File: src/rtl/cfg_port_arbiter.sv
// Round-robin arbiter sharing the configurator port between NR requesters, with busy-gated regions and routed read data.
// Optional build macro CFG_ARB_LOCK_EN adds req_lock for atomic sequences by a single requester.
module cfg_port_arbiter #(
    parameter int NR  = 2,
    parameter int CDW = 21,
    parameter int CAW = 15,
    parameter int ATW = 3
) (
    input  logic              clk,
    input  logic              rst_n,
    input  logic [NR-1:0]     req_valid,
    input  logic [NR-1:0]     req_we,
    input  logic [NR*CAW-1:0] req_addr,
    input  logic [NR*CDW-1:0] req_wdata,
`ifdef CFG_ARB_LOCK_EN
    input  logic [NR-1:0]     req_lock,
`endif
    output logic [NR-1:0]     req_ready,
    output logic [NR-1:0]     rsp_valid,
    output logic [CDW-1:0]    rsp_rdata,
    input  logic              axon_busy,
    input  logic              work_config_busy,
    output logic              config_we,
    output logic [CAW-1:0]    config_waddr,
    output logic [CDW-1:0]    config_wdata,
    output logic              config_re,
    output logic [CAW-1:0]    config_raddr,
    input  logic [CDW-1:0]    config_rdata
);

    localparam int          PW  = (NR > 1) ? $clog2(NR) : 1;
    localparam int unsigned NRU = NR;

    localparam logic [ATW-1:0] T_WEIGHT = ATW'(1);
    localparam logic [ATW-1:0] T_DEST   = ATW'(2);
    localparam logic [ATW-1:0] T_VMMEM  = ATW'(4);
    localparam logic [ATW-1:0] T_VMBUF  = ATW'(6);

    logic [NR-1:0]  elig;
    logic [NR-1:0]  locked_out;
    logic [PW-1:0]  win;
    logic           found;
    logic           accept;
    logic           sel_we;
    logic           sel_lock;
    logic [CAW-1:0] sel_addr;
    logic [CDW-1:0] sel_wdata;
    logic           lock_active;

    logic [PW-1:0]  ptr_q, ptr_d;
    logic           we_q, re_q;
    logic [CAW-1:0] waddr_q, raddr_q;
    logic [CDW-1:0] wdata_q;
    logic           tag1_v_q, tag2_v_q;
    logic [PW-1:0]  tag1_id_q, tag2_id_q;
    logic [NR-1:0]  rsp_valid_q, rsp_valid_d;
    logic [CDW-1:0] rsp_rdata_q;

    // Region availability from the address type field.
    always_comb begin
        logic [ATW-1:0] typ;
        logic           free;
        elig = '0;
        for (int unsigned i = 0; i < NRU; i++) begin
            typ  = req_addr[i*CAW + CAW - ATW +: ATW];
            free = 1'b1;
            if (typ == T_WEIGHT || typ == T_VMBUF)
                free = !axon_busy;
            else if (typ == T_DEST || typ == T_VMMEM)
                free = !work_config_busy;
            elig[i] = req_valid[i] && free && !locked_out[i];
        end
    end

    always_comb begin
        logic [PW-1:0] idx;
        found = 1'b0;
        win   = '0;
        for (int unsigned k = 1; k <= NRU; k++) begin
            idx = PW'((32'(ptr_q) + k) % NRU);
            if (!found && elig[idx]) begin
                found = 1'b1;
                win   = idx;
            end
        end
    end

    always_comb begin
        req_ready = '0;
        sel_we    = 1'b0;
        sel_lock  = 1'b0;
        sel_addr  = '0;
        sel_wdata = '0;
        for (int unsigned i = 0; i < NRU; i++) begin
            req_ready[i] = rst_n && found && (win == PW'(i));
            if (req_ready[i]) begin
                sel_we    = req_we[i];
                sel_addr  = req_addr[i*CAW +: CAW];
                sel_wdata = req_wdata[i*CDW +: CDW];
`ifdef CFG_ARB_LOCK_EN
                sel_lock  = req_lock[i];
`endif
            end
        end
    end

    assign accept = |req_ready;

`ifdef CFG_ARB_LOCK_EN
    logic          lock_held_q, lock_held_d;
    logic [PW-1:0] lock_owner_q, lock_owner_d;

    assign lock_active = lock_held_q;

    always_comb begin
        locked_out = '0;
        for (int unsigned i = 0; i < NRU; i++)
            locked_out[i] = lock_held_q && (lock_owner_q != PW'(i));
    end

    // Owner releases by an unlocked accept or by going idle with lock low.
    always_comb begin
        lock_held_d  = lock_held_q;
        lock_owner_d = lock_owner_q;
        for (int unsigned i = 0; i < NRU; i++) begin
            if (lock_held_q && lock_owner_q == PW'(i) && !req_lock[i] &&
                (req_ready[i] || !req_valid[i]))
                lock_held_d = 1'b0;
        end
        if (accept && sel_lock) begin
            lock_held_d  = 1'b1;
            lock_owner_d = win;
        end
    end

    always_ff @(posedge clk or negedge rst_n) begin
        if (!rst_n) begin
            lock_held_q  <= 1'b0;
            lock_owner_q <= '0;
        end else begin
            lock_held_q  <= lock_held_d;
            lock_owner_q <= lock_owner_d;
        end
    end
`else
    assign lock_active = 1'b0;
    assign locked_out  = '0;
`endif

    always_comb begin
        ptr_d = ptr_q;
        if (accept && !lock_active)
            ptr_d = win;
    end

    always_comb begin
        rsp_valid_d = '0;
        for (int unsigned i = 0; i < NRU; i++)
            rsp_valid_d[i] = tag2_v_q && (tag2_id_q == PW'(i));
    end

    // Stage 1 lines up with config_re, stage 2 with config_rdata.
    always_ff @(posedge clk or negedge rst_n) begin
        if (!rst_n) begin
            ptr_q       <= PW'(NR - 1);
            we_q        <= 1'b0;
            re_q        <= 1'b0;
            waddr_q     <= '0;
            wdata_q     <= '0;
            raddr_q     <= '0;
            tag1_v_q    <= 1'b0;
            tag1_id_q   <= '0;
            tag2_v_q    <= 1'b0;
            tag2_id_q   <= '0;
            rsp_valid_q <= '0;
            rsp_rdata_q <= '0;
        end else begin
            ptr_q    <= ptr_d;
            we_q     <= accept && sel_we;
            re_q     <= accept && !sel_we;
            tag1_v_q <= accept && !sel_we;
            if (accept)
                tag1_id_q <= win;
            if (accept && sel_we) begin
                waddr_q <= sel_addr;
                wdata_q <= sel_wdata;
            end
            if (accept && !sel_we)
                raddr_q <= sel_addr;
            tag2_v_q    <= tag1_v_q;
            tag2_id_q   <= tag1_id_q;
            rsp_valid_q <= rsp_valid_d;
            if (tag2_v_q)
                rsp_rdata_q <= config_rdata;
        end
    end

    assign config_we    = we_q;
    assign config_waddr = waddr_q;
    assign config_wdata = wdata_q;
    assign config_re    = re_q;
    assign config_raddr = raddr_q;
    assign rsp_valid    = rsp_valid_q;
    assign rsp_rdata    = rsp_rdata_q;

endmodule

File: config.mk
export PLATFORM = sky130hd
export DESIGN_NAME = cfg_port_arbiter
export DESIGN_NICKNAME = d
export VERILOG_FILES = /design/src/rtl/cfg_port_arbiter.sv
export SDC_FILE = /design/constraint.sdc
export NUM_CORES = 1
export LEC_CHECK = 0
export BUFFER_PORTS_ARGS = -buffer_cell sky130_fd_sc_hd__buf_2
export CAP_MARGIN = 25
export CORE_MARGIN = 1.5
export CORE_UTILIZATION = 40
export DETAILED_ROUTE_END_ITERATION = 7
export PLACE_DENSITY = 0.8
export SYNTH_ARGS = -nofsm -noshare
export SYNTH_HDL_FRONTEND = slang
export SYNTH_SLANG_ARGS = --single-unit
File: constraint.sdc
create_clock -name clk -period 3 [get_ports clk]
set_input_delay 0.45 -clock clk [delete_from_list [all_inputs] [get_ports clk]]
set_output_delay 0.45 -clock clk [all_outputs]
set_load 0.03 [all_outputs]
# Word level (Yosys, flattened, before mapping)
# Cells that the tools add are included.
[word_totals]
inputBits = 101
regBits = 80
output_inout_bits = 78
word_cells = 62
[op_classes]
reduce_logical = 19
mux = 18
order_cmp = 2
eq_ne = 8
n_addsub = 2
bitwise = 2
[op_table]
columns = ["operator", "n"]
rows = [
  ["21-bit 2-to-1 mux", 2],
  ["15-bit 2-to-1 mux", 2],
  ["1-bit 2-to-1 mux", 14],
  ["3-bit == test, second input constant", 4],
  ["1-bit logical AND", 10],
  ["3-bit by 1-bit == test with 1-bit output, second input constant", 2],
  ["3-bit by 2-bit == test with 1-bit output, second input constant", 2],
  ["1-bit zero test", 4],
  ["1-bit logical OR", 4],
  ["1-bit by 2-bit less-than comparator with 1-bit output, second input constant", 2],
  ["1-bit adder, second input constant", 2],
  ["1-bit NOT", 2],
  ["2-bit OR reduction", 1],
]

# Logic depth before layout (Yosys ltp)
# Gate-level depths: netlist of run 1.
[logic_depth]
word_depth = 17
depth_mapped = 7
depth_no_buf = 5

# Worst setup path after synthesis of run 1
# OpenSTA, ideal clock, no wires.
[synth_timing]
path_type = "input -> output"
from = "input req_addr[29]"
to = "output req_ready[0]"
cell_stages = 6
path_slack_ns = 0.488
path_buffers = 2
required_ns = 2.550
arrival_time_ns = 2.062
cell_sequence = "mux2i_1 -> a211o_1 -> a311o_1 -> buf_2 -> buf_2 -> nor2_1"
[synth_between]
elab_chain_cells = 13
word_cells_on_any_way = 22
classes_between = "eq/ne: 4; mux: 10; bitwise: 1; reduce/logical: 7"
[synth_rtl]
columns = ["element", "line_no", "source"]
rows = [
  ["start, declared", "13", "input logic [NR*CAW-1:0] req_addr,"],
  ["3-bit by 2-bit == test with 1-bit output or 3-bit == test (tied branches)", "69", "else if (typ == T_DEST || typ == T_VMMEM)"],
  ["1-bit logical OR", "69", ""],
  ["1-bit 2-to-1 mux", "69", ""],
  ["1-bit 2-to-1 mux (*)", "67", "if (typ == T_WEIGHT || typ == T_VMBUF)"],
  ["1-bit logical AND (*)", "71", "elig[i] = req_valid[i] && free && !locked_out[i];"],
  ["1-bit 2-to-1 mux (not written as such) (2 in series)", "81", "if (!found && elig[idx]) begin"],
  ["1-bit 2-to-1 mux", "81", ""],
  ["1-bit zero test", "81", ""],
  ["1-bit logical AND", "81", ""],
  ["1-bit 2-to-1 mux", "81", ""],
  ["1-bit logical AND or 1-bit NOT (tied branches)", "95", "req_ready[i] = rst_n && found && (win == PW'(i));"],
  ["1-bit logical AND (*)", "95", ""],
  ["end, declared", "18", "output logic [NR-1:0] req_ready,"],
]
# Mark *: on every way between the ends. The rest lies on a longest branch, timed or not. The select of a mux whose other input is x is not followed.

# Worst setup path in the final report of run 1
[layout_timing]
from = "register ptr_q"
to = "output req_ready[1]"
[layout_between]
elab_chain_cells = 9
word_cells_on_any_way = 14
classes_between = "add/sub: 2; mux: 8; reduce/logical: 4"
[layout_rtl]
columns = ["element", "line_no", "source"]
rows = [
  ["start, declared", "50", "logic [PW-1:0] ptr_q, ptr_d;"],
  ["start signal, assigned", "165", "ptr_q <= PW'(NR - 1);"],
  ["start signal, assigned", "178", "ptr_q <= ptr_d;"],
  ["1-bit adder", "80", "idx = PW'((32'(ptr_q) + k) % NRU);"],
  ["1-bit 2-to-1 mux (not written as such) (2 in series)", "81", ""],
  ["1-bit 2-to-1 mux", "81", ""],
  ["1-bit zero test", "81", ""],
  ["1-bit logical AND", "81", ""],
  ["1-bit 2-to-1 mux", "81", ""],
  ["1-bit logical AND", "95", ""],
  ["1-bit logical AND (*)", "95", ""],
]
# Marks and branches as above.

==> results.toml, run 1 <==
[outcome]
outcome = "finished, final reports clean"

[drt]
avg_wl_per_cell_um = 14.6
drc_violations_left = 0
detailed_router_s_first_iteration_violation_count = 112
antenna_viol_nets_final = 0
detailed_router_iteration_count_before_antenna_repair = 5
drt-total-wl_um = 8850
avgViaCountPerCell = 4.89
dr_total_vias = 2965

[clock_tree]
cts_tree = "yes"
clockRootBuffer = "sky130_fd_sc_hd__clkbuf_8"
clock_net_sink_count = 80
postcts_setup_bufs = 0
worst_setup_hold_path_clk_slew_ns = 0.09
resized_gates_after_cts = 0
max-clock-path-buffers = 2
cts_hold_buf = 0
cts_made_buffers = 9
clock_latency_late_sink_ns = 0.34
htree_num_levels = 3

[grt]
grt_start_max_net_pins = 50
grt_util_all_layers_pct = 18.3
grt_pass1_vias = 3001
global_route_wire_length_before_repair_um = 14300
antenna_found_initial = 0
gr-total-overflow = 0

[setup_path]
timing.critical_path.required_ns = 2.55
crit_buf_inv = 3
critical_path_arrival_ns = 2.09
worstPathMaxFanout = 32
cp-start-kind = "register"
criticalPathCategory = "reg2out"
worstPathCellList = "nand3_1 > o211ai_1 > buf_12 > inv_1 > buf_2"
reg2reg_from = "ptr_q"
critPathCaptureType = "primary output"
cpPeakStageDelay_ns = 0.57
critical-path-slowest-cell = "sky130_fd_sc_hd__o211ai_1"
critical_path.startpoint = "ptr_q"
critical_path.top_delay_family = "compound AO/OA/AOI/OAI gates"

[synthesis]
yosys-top-cells-area = "sky130_fd_sc_hd__dfrtp_1, sky130_fd_sc_hd__mux2_2, sky130_fd_sc_hd__o32ai_1, sky130_fd_sc_hd__inv_1, sky130_fd_sc_hd__mux2_1"
yosysSeqAreaShare_pct = 53.7
mappedNetlistNets = 411
post_synth_inst_count = 310
synth.top_cell.area_share_pct = 53.0
netlist_area_mm2 = 0.00373
postSynthAreaPerCell_um2 = 12.0
yosysUniqueCellTypes = 28
yosys.area.top_type = "sky130_fd_sc_hd__dfrtp_1"
yosysWarningCount = 0
postSynthRegisterBits = 80

[flow_run]
max-cap-violations = 0

[floorplanning]
die_h_um = 99.5
floorplan.die.width_um = 99.5
num_rows = 35
ioPinCount = 179
die-area_mm2 = 0.00991
floorplan.initialDensity_pct = 40.7
core-area_mm2 = 0.00915

[sta]
achievable-frequency_mhz = 394
clock-skew-final_ns = 0.00915
tightest_slew_ns = 0.805
post-route-period-util_pct = 84.5
finalSetupViolCount = 0
final.setup.worst_slack_ns = 0.464
report.final.slew_viol_count = 0
finalSetupTns_ns = 0
timing.final.crit_period_ns = 2.54
remaining_max_slew_budget_at_the_tightest_pin_pct = 46.3
rsz0062_at_grt = "no"
final_hold_violations = 0

[power_and_ir_drop]
cellLeakagePower_nw = 2.79
vdd_ir_drop_max_mv = 0.377
pwr_density_cell_mw_per_mm2 = 685

[placed_design]
finalWeightedCongestion = 0.793
dpl_worst_slack_ns = 0.461
dp_cells = 590
buffer_ports.inserted = 178
placed_cell_area_mm2 = 0.00475
dpl.hpwl_um = 6700

[final_layout]
n_fill_cell = 812
layout.cells.most_common = "sky130_fd_sc_hd__buf_2"
mostFrequentLayoutCells = "sky130_fd_sc_hd__buf_2, sky130_fd_sc_hd__dfrtp_1, sky130_fd_sc_hd__inv_1, sky130_fd_sc_hd__mux2_2, sky130_fd_sc_hd__o32ai_1"
area_delta_synth_final_pct = 32.3
stdcell_area_mm2 = 0.00493
fin_nets = 591
num_antenna_cells = 0
layout-drive-gt1-share_pct = 54.3
finalCoreUtilization_pct = 53.9
stdcell_count = 606

[hold_path]
hold_class = "in2async"
==> stage by stage <==
stage,hold WS (ns),total power [mW]
after global placement,0.370,2.66
after global routing,0.206,3.57
after detailed placement,0.373,2.70
final,0.191,3.38
after floorplan,0.154,2.28
after CTS,0.181,3.42
==> cell usage after synthesis <==
cell                        instances
sky130_fd_sc_hd__and3_1             1
sky130_fd_sc_hd__nand2_1            3
sky130_fd_sc_hd__o32ai_4            1
sky130_fd_sc_hd__buf_2              3
sky130_fd_sc_hd__nand3_1            2
sky130_fd_sc_hd__nand4bb_1          2
sky130_fd_sc_hd__o32ai_1           36
sky130_fd_sc_hd__o22ai_4            1
sky130_fd_sc_hd__dfstp_2            1
sky130_fd_sc_hd__o22ai_1            1
sky130_fd_sc_hd__xnor2_1            1
sky130_fd_sc_hd__mux2i_1            1
sky130_fd_sc_hd__and2_1             3
sky130_fd_sc_hd__nand2b_1           2
sky130_fd_sc_hd__a211o_1            1
sky130_fd_sc_hd__a21oi_1            1
sky130_fd_sc_hd__nor2_1             5
sky130_fd_sc_hd__a311o_1            1
sky130_fd_sc_hd__a31oi_1            1
sky130_fd_sc_hd__nor2b_1            1
sky130_fd_sc_hd__inv_1             75
sky130_fd_sc_hd__mux2_2            63
sky130_fd_sc_hd__buf_6              2
sky130_fd_sc_hd__o211ai_1           2
sky130_fd_sc_hd__clkbuf_1           9
sky130_fd_sc_hd__mux2_1             9
sky130_fd_sc_hd__dfrtp_1           79
sky130_fd_sc_hd__buf_4              3
==> per-layer routing <==
layer | GRT usage [%] | share of wire, % | vias up
li1 | - | - | 1423
met3 | 4.01 | 6.1 | 6
met4 | 5.85 | 0.67 | 0
met1 | 21.5 | 42 | 1414
met2 | 33.1 | 51 | 122
met5 | 0 | 0 | -
==> layout make-up <==
cell class / instances / area [um2] / share of cell area (%)
Clock buffer: 9 / 124 / 2.51
Multi-Input combinational cell: 138 / 1350 / 27.4
Clock inverter: 7 / 55.1 / 1.12
Timing Repair Buffer: 186 / 978 / 19.8
Sequential cell: 80 / 2000 / 40.6
Tap cell: 111 / 139 / 2.82
Inverter: 75 / 282 / 5.71
==> where the power goes <==
part | switching, mW | leakage, nW | internal, mW | total [mW]
sequential | 0.126 | 1.03 | 1.32 | 1.45
clock | 0.403 | 0.0862 | 0.307 | 0.710
combinational | 0.780 | 1.67 | 0.443 | 1.22
==> logic make-up (layout without fill, tap and decap cells) <==
logic type	Yosys count	count (layout)	synth area share [%]
buffers and inverters	92	277	10.1
DFF	80	80	53.7
muxes	73	73	22.0
AOI/OAI and AO/OA	45	45	11.1
and+or+nand+nor	19	19	2.85
xor gates and xnor gates	1	1	0.235
==> registers in the layout (all words and copies together) (netlist names) <==
register / count
tag2_id_q: 1
tag1_id_q: 1
config_raddr: 15
ptr_q: 1
config_waddr: 15
config_wdata: 21
tag2_v_q: 1
tag1_v_q: 1
rsp_valid: 2
config_we: 1
rsp_rdata: 21
==> path summary, 6_finish.rpt <==
| path | end | slack (ns) | depth (start not counted) |
|---|---|---|---|
| worst max-delay path | req_ready[1] | 0.46 | 5 |
| worst min-delay path | config_wdata[13] | 0.19 | 2 |
| worst max register to register | config_raddr[14] | 0.90 | 5 |
| worst min register to register | tag2_v_q | 0.39 | 0 |
| max in group asynchronous | rsp_rdata[18] | 2.34 | 2 |
| min in group clk | rsp_rdata[11] | 0.34 | 2 |
No activity file was read; power rests on OpenSTA's default activity.
==> run 2: changes to the inputs <==
Settings changed: PLACE_DENSITY 0.8 to 0.83.
Clock period 3 ns to 2.1 ns, I/O delays scaled along.
==> run 2 against run 1 <==
- non-clock buffer count increased by 15
- final cell count rose by 2.5%
- core utilization grew 2.7 points
- die area stayed put
- flip-flop and latch count stayed put
- design area rose by 5.0%
- hold slack worse by 0.16 ns
- register-to-register slack worse by 0.82 ns
- count of clock-buffer cells in the layout increased by 2
- global-route usage grew 1.0 points
- sequential share of layout area decreased by 1.9 points
- critical path type unchanged
- largest cell class unchanged
==> results.toml, run 2 (synthesis results as in run 1) <==
[grt]
grt_met1_use_pct = 21.5
grt_start_max_net_pins = 48
grt_pass1_vias = 3131
gr-total-overflow = 0
grt.busiest_layer = "met2"
antenna_found_initial = 0
global_route_wire_length_before_repair_um = 14900
grtUsageMet3_pct = 4.78
grt_util_all_layers_pct = 19.3
met2_usage_pct = 35.0

[power_and_ir_drop]
total_power_mw = 5.21
sw_share_pct = 36.4
internal_power_mw = 3.32
pwr_density_cell_mw_per_mm2 = 1010
vdd_ir_drop_max_mv = 0.457
share_clk_of_total_power_pct = 25.3
share_comb_of_total_power_pct = 35.2
total_net_switching_power_mw = 1.89
cellLeakagePower_nw = 2.92
sequentialPowerShare_pct = 39.5

[clock_tree]
worst_setup_hold_path_clk_slew_ns = 0.09
clockRootBuffer = "sky130_fd_sc_hd__clkbuf_8"
max-clock-path-buffers = 2
cts_made_buffers = 9
cts_tree = "yes"
clock_latency_late_sink_ns = 0.35
clock_net_sink_count = 80
htree_num_levels = 3

[drt]
avgViaCountPerCell = 4.98
drt-total-wl_um = 9650
avg_wl_per_cell_um = 15.5
antenna_viol_nets_final = 0
detailed_router_iteration_count_before_antenna_repair = 4
drc_violations_left = 0
detailed_router_s_first_iteration_violation_count = 83
dr_total_vias = 3091

[floorplanning]
die_h_um = 99.5
floorplan.die.width_um = 99.5
core-area_mm2 = 0.00915
num_rows = 35
ioPinCount = 179
die-area_mm2 = 0.00991
floorplan.initialDensity_pct = 40.7

[setup_path]
critical_path_arrival_ns = 1.73
worstPathMaxFanout = 11
critPathCaptureType = "primary output"
cp-start-kind = "register"
timing.critical_path.required_ns = 1.78
criticalPathCategory = "reg2out"

[sta]
report.final.slew_viol_count = 0
post-route-period-util_pct = 97.6
final.setup.worst_slack_ns = 0.0502
tightest_slew_ns = 0.576
clock-skew-final_ns = 0.0161
remaining_max_slew_budget_at_the_tightest_pin_pct = 61.6
final_hold_violations = 0
finalSetupViolCount = 0
achievable-frequency_mhz = 488
timing.final.crit_period_ns = 2.05
rsz0062_at_grt = "yes"

[final_layout]
area_occupied_by_multi_input_gates_mm2 = 0.00138
n_fill_cell = 776
layout.cells.most_common = "sky130_fd_sc_hd__buf_2"
layout-drive-gt1-share_pct = 55.9
num_antenna_cells = 0
fin_nets = 606
area_delta_synth_final_pct = 38.9
stdcell_count = 621
mostFrequentLayoutCells = "sky130_fd_sc_hd__buf_2, sky130_fd_sc_hd__dfrtp_1, sky130_fd_sc_hd__inv_1, sky130_fd_sc_hd__mux2_2, sky130_fd_sc_hd__o32ai_1"
regArea_mm2 = 0.00200

[outcome]
outcome = "finished, final reports clean"

[placed_design]
buffer_ports.inserted = 178
dp_cells = 598
dpl_worst_slack_ns = -0.167
finalWeightedCongestion = 0.899
dpl.hpwl_um = 7100

[hold_path]
hold_class = "in2async"

[flow_run]
max-cap-violations = 0
-- run 2: cell types whose count changed in the layout (fill, tap and decap cells not counted), moves of 2 or more --
cell	before	now
sky130_fd_sc_hd__mux2_4	0	6
sky130_fd_sc_hd__clkinv_4	2	0
sky130_fd_sc_hd__clkbuf_8	9	11
sky130_fd_sc_hd__buf_6	0	6
sky130_fd_sc_hd__mux2_2	63	58
sky130_fd_sc_hd__bufinv_16	0	2
sky130_fd_sc_hd__buf_4	7	15
-- run 2: path summary, 6_finish.rpt --
kind,start,end,slack (ns),cells past startpoint
setup / recovery,ptr_q,req_ready[0],0.05,5
hold / removal,rst_n,tag1_v_q,0.03,2
setup reg to reg,ptr_q,config_raddr[1],0.08,6
hold reg to reg,tag1_id_q,tag2_id_q,0.39,0
max in group asynchronous,rst_n,config_waddr[7],1.36,2
min in group clk,config_rdata[3],rsp_rdata[3],0.19,2
-- run 2: power groups by stage --
stage / sequential (mW) / combinational (mW) / clock (mW)
finish: 2.06 / 1.84 / 1.32
global placement: 2.07 / 1.75 / 0
CTS: 2.06 / 1.81 / 1.36
detailed placement: 2.09 / 1.80 / 0
floorplan: 2.74 / 0.511 / 0
global route: 2.10 / 1.95 / 1.42
-- run 2: stage by stage --
| step | TNS (ns) | utilization (%) | cell area (um2) | hold slack [ns] |
|---|---|---|---|---|
| after global routing | -0.0276 | 56.6 | 5180 | 0.0575 |
| after floorplan | 0 | - | 3730 | 0.0194 |
| after global placement | -3.35 | 52.6 | 4820 | 0.179 |
| after CTS | 0 | 55.7 | 5090 | 0.0475 |
| final | 0 | 56.6 | 5180 | 0.0346 |
| after detailed placement | -4.69 | 52.6 | 4820 | 0.173 |
-- run 2: area by class of cell --
cell class	count	area share [%]
Clock buffer	11	2.92
Clock inverter	5	1.64
Inverter	75	5.44
Multi-Input combinational cell	138	26.7
Sequential cell	80	38.7
Tap cell	111	2.68
Timing Repair Buffer	201	21.9
-- run 2: metal layers --
metal / vias up / routed length, um
li1: 1448 / -
met3: 15 / 520
met5: - / 0
met4: 0 / 175
met2: 108 / 5130
met1: 1520 / 3820
-- run 2: critical path, cell delays in order, from the launching register on --
cell                      delay [ns]
sky130_fd_sc_hd__dfstp_2        0.57
sky130_fd_sc_hd__inv_1          0.05
sky130_fd_sc_hd__a311o_2        0.36
sky130_fd_sc_hd__buf_6          0.17
sky130_fd_sc_hd__nor2_4         0.10
sky130_fd_sc_hd__buf_6          0.14
-- run 2: what timing repair did --
item                                    CTS  global route
hold buffers                              1             0
pin swaps                                 2             2
buffers inserted                          3             1
cloned                                    0             2
hold endpoints to repair                  7             0
resized for setup                         3            12
endpoints found under the setup margin    2            17
